`src/rtl/sync_fifo_prog.sv`:
```
// sync_fifo_prog: single-clock FIFO with any depth >= 2 (non-power-of-two allowed),
// runtime-programmable almost-full / almost-empty thresholds, a registered read
// data path with read-valid strobe, and a live occupancy output.
//
// Ports:
//   clk, rst          rising-edge clock, synchronous active-high reset
//   data_in, wr_en    write data / write request
//   rd_en             read request
//   afull_thresh      almostfull asserts when level >= afull_thresh
//   aempty_thresh     almostempty asserts when level <= aempty_thresh
//   data_out          registered read data, held when no read is accepted
//   rd_valid          data_out was loaded by a read accepted last cycle
//   wr_ack            write accepted last cycle
//   overflow          write rejected (full) last cycle
//   underflow         read rejected (empty) last cycle
//   full, empty       occupancy flags (combinational from level)
//   almostfull/empty  threshold flags (combinational from level and thresholds)
//   level             current occupancy
//
// Optional build macro FIFO_PEAK_LEVEL_EN adds:
//   peak_clr          reload peak_level from the current level
//   peak_level        highest level seen since reset or the last peak_clr
module sync_fifo_prog #(
  parameter int unsigned FIFO_WIDTH = 16,
  parameter int unsigned FIFO_DEPTH = 8,
  parameter int unsigned CNT_W      = $clog2(FIFO_DEPTH + 1)
) (
  input  logic                  clk,
  input  logic                  rst,
  input  logic [FIFO_WIDTH-1:0] data_in,
  input  logic                  wr_en,
  input  logic                  rd_en,
  input  logic [CNT_W-1:0]      afull_thresh,
  input  logic [CNT_W-1:0]      aempty_thresh,
  output logic [FIFO_WIDTH-1:0] data_out,
  output logic                  rd_valid,
  output logic                  wr_ack,
  output logic                  overflow,
  output logic                  underflow,
  output logic                  full,
  output logic                  empty,
  output logic                  almostfull,
  output logic                  almostempty,
`ifdef FIFO_PEAK_LEVEL_EN
  input  logic                  peak_clr,
  output logic [CNT_W-1:0]      peak_level,
`endif
  output logic [CNT_W-1:0]      level
);

  localparam int unsigned PTR_W = (FIFO_DEPTH > 1) ? $clog2(FIFO_DEPTH) : 1;
  localparam logic [PTR_W-1:0] LAST_PTR  = PTR_W'(FIFO_DEPTH - 1);
  localparam logic [CNT_W-1:0] DEPTH_CNT = CNT_W'(FIFO_DEPTH);

  logic [FIFO_WIDTH-1:0] mem [FIFO_DEPTH];

  logic [PTR_W-1:0]      wr_ptr_q, wr_ptr_d;
  logic [PTR_W-1:0]      rd_ptr_q, rd_ptr_d;
  logic [CNT_W-1:0]      level_q, level_d;
  logic [FIFO_WIDTH-1:0] data_out_q, data_out_d;
  logic                  rd_valid_q, rd_valid_d;
  logic                  wr_ack_q, wr_ack_d;
  logic                  overflow_q, overflow_d;
  logic                  underflow_q, underflow_d;
  logic                  wr_acc, rd_acc;

  // Explicit wrap so non-power-of-two depths index only valid entries.
  function automatic logic [PTR_W-1:0] ptr_inc(input logic [PTR_W-1:0] p);
    return (p == LAST_PTR) ? '0 : p + PTR_W'(1);
  endfunction

  // Status flags straight from the occupancy counter.
  assign full        = (level_q == DEPTH_CNT);
  assign empty       = (level_q == '0);
  assign almostfull  = (level_q >= afull_thresh);
  assign almostempty = (level_q <= aempty_thresh);

  // A read on a full FIFO frees the slot the concurrent write uses.
  assign wr_acc = wr_en && (!full || rd_en);
  assign rd_acc = rd_en && !empty;

  // Next-state for pointers, level and registered outputs.
  always_comb begin
    wr_ptr_d    = wr_ptr_q;
    rd_ptr_d    = rd_ptr_q;
    level_d     = level_q;
    data_out_d  = data_out_q;
    rd_valid_d  = rd_acc;
    wr_ack_d    = wr_acc;
    overflow_d  = wr_en && !wr_acc;
    underflow_d = rd_en && !rd_acc;

    if (wr_acc) wr_ptr_d = ptr_inc(wr_ptr_q);
    if (rd_acc) begin
      rd_ptr_d   = ptr_inc(rd_ptr_q);
      data_out_d = mem[rd_ptr_q];
    end

    unique case ({wr_acc, rd_acc})
      2'b10:   level_d = level_q + CNT_W'(1);
      2'b01:   level_d = level_q - CNT_W'(1);
      default: level_d = level_q;
    endcase
  end

  // Control and output registers.
  always_ff @(posedge clk) begin
    if (rst) begin
      wr_ptr_q    <= '0;
      rd_ptr_q    <= '0;
      level_q     <= '0;
      data_out_q  <= '0;
      rd_valid_q  <= 1'b0;
      wr_ack_q    <= 1'b0;
      overflow_q  <= 1'b0;
      underflow_q <= 1'b0;
    end else begin
      wr_ptr_q    <= wr_ptr_d;
      rd_ptr_q    <= rd_ptr_d;
      level_q     <= level_d;
      data_out_q  <= data_out_d;
      rd_valid_q  <= rd_valid_d;
      wr_ack_q    <= wr_ack_d;
      overflow_q  <= overflow_d;
      underflow_q <= underflow_d;
    end
  end

  // Storage array; contents survive reset, only the pointers are cleared.
  always_ff @(posedge clk) begin
    if (!rst && wr_acc) mem[wr_ptr_q] <= data_in;
  end

  assign data_out  = data_out_q;
  assign rd_valid  = rd_valid_q;
  assign wr_ack    = wr_ack_q;
  assign overflow  = overflow_q;
  assign underflow = underflow_q;
  assign level     = level_q;

`ifdef FIFO_PEAK_LEVEL_EN
  logic [CNT_W-1:0] peak_q, peak_d;

  // A clear concurrent with a fill loads the post-update level.
  always_comb begin
    peak_d = peak_q;
    if (peak_clr)                peak_d = (level_d > level_q) ? level_d : level_q;
    else if (level_d > peak_q)   peak_d = level_d;
  end

  always_ff @(posedge clk) begin
    if (rst) peak_q <= '0;
    else     peak_q <= peak_d;
  end

  assign peak_level = peak_q;
`endif

endmodule

```
`config.mk`:
```
export PLATFORM = sky130hd
export DESIGN_NAME = sync_fifo_prog
export DESIGN_NICKNAME = d
export VERILOG_FILES = /design/src/rtl/sync_fifo_prog.sv
export SDC_FILE = /design/constraint.sdc
export NUM_CORES = 1
export LEC_CHECK = 0
export ABC_AREA = 1
export CORE_MARGIN = 4
export CORE_UTILIZATION = 58
export DETAILED_ROUTE_END_ITERATION = 10
export GPL_TIMING_DRIVEN = 0
export PLACE_DENSITY = 0.82
export REMOVE_ABC_BUFFERS = 1
export SLEW_MARGIN = 5
export SYNTH_ARGS = -nofsm -noshare
export SYNTH_HDL_FRONTEND = slang
export SYNTH_SLANG_ARGS = --single-unit
```
`constraint.sdc`:
```
create_clock -name clk -period 2.6 [get_ports clk]
set_input_delay 0.52 -clock clk [delete_from_list [all_inputs] [get_ports clk]]
set_output_delay 0.52 -clock clk [all_outputs]
set_load 0.02 [all_outputs]
```
==> results_dict.tcl <==
set metrics [dict create \
    kind_of_cell_with_the_highest_combined_delay_on_the_critical_path "buffers and inverters" \
    synth-warning-count 0 \
    final-max-slew-violation-count 0 \
    io_buffers 55 \
    grt_first_pass_wirelength_um 24070 \
    transition_time_at_the_pin_with_the_least_slew_margin_ns 1.118 \
    static-leakage-power_uw 0.003438 \
    final_cells 899 \
    timing_worst_setup_path_type "in2out" \
    post_cts_setup_inserts 0 \
    routed_wl_um 15290 \
    number_of_drc_violations_after_detailed_routing 0 \
    min_period_over_period_pct 95.21 \
    worst_ep_required_time_ns 2.08 \
    vias_per_cell 5.571 \
    die-area_um2 13620 \
    initial_utilization_pct 59.75 \
    number_of_global_route_vias_before_repair 5051 \
    post_route_cells_drive_above_1_share_pct 8.201 \
    timing.clock.skew_ns 0.01359 \
    crit_path_cell_trace "clkdlybuf4s50_1 -> inv_1 -> ha_1 -> a21oi_1 -> o21ai_0 -> o21ai_0 -> dlygate4sd2_1" \
    gp_congestion 0.7351 \
    synth.lib_cells_used.distinct 27 \
    timing_hold_violations_final 0 \
    clkPwrFrac_pct 30.5 \
    post-place-cells 867 \
    syn_inst 689 \
    final.hold.worst_slack_ns 0.4632 \
    sw_frac_of_total_pct 33.63 \
    grt_start_max_net_pins 66 \
    numClockSinks 158 \
    i_o_pin_count 56 \
    fmaxAchievable_mhz 404.0 \
    tns_ns 0 \
    met3WireLength_um 1362 \
    fp.dieH_um 116.7 \
    p_int_uw 4902 \
    track_usage_pct 23.62 \
    commonest_cells_after_routing_fill_and_taps_aside "197 x sky130_fd_sc_hd__nand2_1, 128 x sky130_fd_sc_hd__edfxtp_1, 116 x sky130_fd_sc_hd__inv_1, 101 x sky130_fd_sc_hd__nand3_1, 52 x sky130_fd_sc_hd__clkdlybuf4s50_1" \
    synth.cell_area_um2 6852 \
    sequentialPowerShare_pct 43.0 \
    worstSetupEndpointType "output pin" \
    top_signal_layer_used "met4" \
    cts.reportedPaths.clkPinSlew_ns 0.06 \
    core.rowCount 39 \
    cp_num_buf_inv 3 \
    layout.cells.most_common "sky130_fd_sc_hd__nand2_1" \
    clock_latency_on_the_worst_skew_pair_ns 0.42 \
    yosys_register_bits 158 \
    detailroute.via_count 5008 \
    avgSynthCellArea_um2 9.944 \
    slowest_delay_ns 0.46 \
    slew_headroom_pct 25.49 \
    p_total_uw 7386 \
    main_flop_type_after_synthesis "sky130_fd_sc_hd__edfxtp_1" \
    dieWidth_um 116.7 \
    numnets_final 787 \
    detailed_router_s_first_iteration_violation_count 472 \
    place_hpwl_um 8919 \
    layout-area-overhead-vs-synth_pct 18.72 \
    drv_cap 0 \
    cts_buffers 17 \
    synth_edf_count 128 \
    critical_path.startpoint_type "primary input" \
    async_flop_share_pct 0 \
    p_switching_uw 2484 \
    crit_path_top_delay_cell "sky130_fd_sc_hd__clkdlybuf4s50_1" \
    htreeDepth 4 \
    power.combinational.fraction_pct 26.5 \
    detailed_route_wirelength_on_metal2_um 7746 \
    worst_ep_arrival_time_ns 1.96 \
    diodes 0 \
    wl_per_cell_um 17.01 \
    root_buffer "sky130_fd_sc_hd__clkbuf_16" \
    worst_hold_path_class "reg2reg" \
    synth_sequential_area_ratio_pct 64.86 \
    ir_drop_uv 788.2 \
    path_common_cell "sky130_fd_sc_hd__o21ai_0" \
    setup_repair_after_global_routing_missed_its_margin "false" \
    finalSetupViolCount 0 \
    worstPathMaxFanout 2 \
    drt_pass1_iterations 5 \
    grt_antenna_before_repair 0 \
    core-area_um2 11470 \
    outcome "completed" \
    cell_pwr_density_nw_per_um2 908.1 \
    wl_met1_um 5690 \
    detail-route-antenna-nets 0 \
    grt.overflow.total 0 \
    final_period_minus_worst_setup_slack_ns 2.476 \
    ctsLongestPathBuffers 2 \
    cts_tree "built" \
]
-- cell usage after synthesis, types with 2 or more instances --
cell type                    n  area (um^2)
sky130_fd_sc_hd__o21ai_1     4        20.02
sky130_fd_sc_hd__a21oi_1    28        140.1
sky130_fd_sc_hd__dfxtp_1    30        600.6
sky130_fd_sc_hd__clkbuf_1    3        11.26
sky130_fd_sc_hd__o21ai_0     6        30.03
sky130_fd_sc_hd__nand2_1   197        739.5
sky130_fd_sc_hd__nand4_1     2        12.51
sky130_fd_sc_hd__buf_4       6        45.04
sky130_fd_sc_hd__inv_2       7        26.28
sky130_fd_sc_hd__buf_6       2        22.52
sky130_fd_sc_hd__ha_1       15        187.7
sky130_fd_sc_hd__nand3_1   101        505.5
sky130_fd_sc_hd__nor2_1     16        60.06
sky130_fd_sc_hd__edfxtp_1  128         3844
sky130_fd_sc_hd__inv_1     116        435.4
sky130_fd_sc_hd__buf_2      17        85.08
-- stage by stage --
step           cell area (um^2)  worst slack [ns]  util (%)
2_1_floorplan              6684          -0.02908         -
3_3_place_gp               7413            -1.441     64.65
3_5_place_dp               7589           -0.7398     66.18
4_1_cts                    8133            0.1063     70.92
5_1_grt                    8134           0.01358     70.93
6_report                   8134            0.1245     70.93
-- routing by layer --
layer	up-vias	track usage [%]
met1	2363	27.05
met4	0	10.63
met5	-	0
li1	2343	-
met3	48	5.285
met2	254	42.17
-- area by class of cell --
cell class	count	area (um^2)
flip-flops and latches	158	4448
fillers	779	3333
multi-input cells	378	1797
repair buffers	64	699.4
inverters	124	470.5
clock buffers	17	425.4
well taps	143	178.9
clock inverters	15	115.1
-- power by group through the flow --
stage / logic, uW / registers, uW / clock network, uW
after floorplan: 1030 / 3320 / 0
after CTS: 1960 / 3160 / 2270
after global placement: 1790 / 3260 / 0
after detailed placement: 1940 / 3220 / 0
after global routing: 2180 / 3190 / 2400
final: 1960 / 3170 / 2250
-- cell families (layout without fill, tap and decap cells) --
group / after synthesis / after routing / synth area share (%)
simple gates: 322 / 322 / 19.81
compound gates: 39 / 39 / 2.885
flops: 158 / 158 / 64.86
buf+inv: 153 / 220 / 9.277
fa+ha+maj: 16 / 16 / 3.031
xor+xnor: 1 / 1 / 0.1279
-- worst paths after layout --
kind                          from          end  slack (ns)  cells after the start
setup / recovery  aempty_thresh[3]  almostempty        0.12                      7
hold / removal         data_out[3]  data_out[3]        0.46                      2
setup reg to reg          level[3]     level[3]        0.18                     12
hold reg to reg        data_out[3]  data_out[3]        0.46                      2
-- sequential cells by signal, summed over array words and instances (netlist names) --
signal,flops
overflow,1
wr_ack,1
underflow,1
rd_ptr_q,3
data_out,16
mem,128
level,4
wr_ptr_q,3
rd_valid,1
-- worst min-delay path: stages (launching register included) --
cell                      delay, ns
sky130_fd_sc_hd__dfxtp_1       0.31
sky130_fd_sc_hd__nand2_1       0.06
sky130_fd_sc_hd__a21oi_1       0.05
-- repair_timing --
item | 4_1_cts | 5_1_grt
hold buffers | 0 | 0
gates resized for setup | 5 | 1
pin swaps | 0 | 0
setup endpoints to repair | 125 | 1
Power figures use the tool's default switching activity.
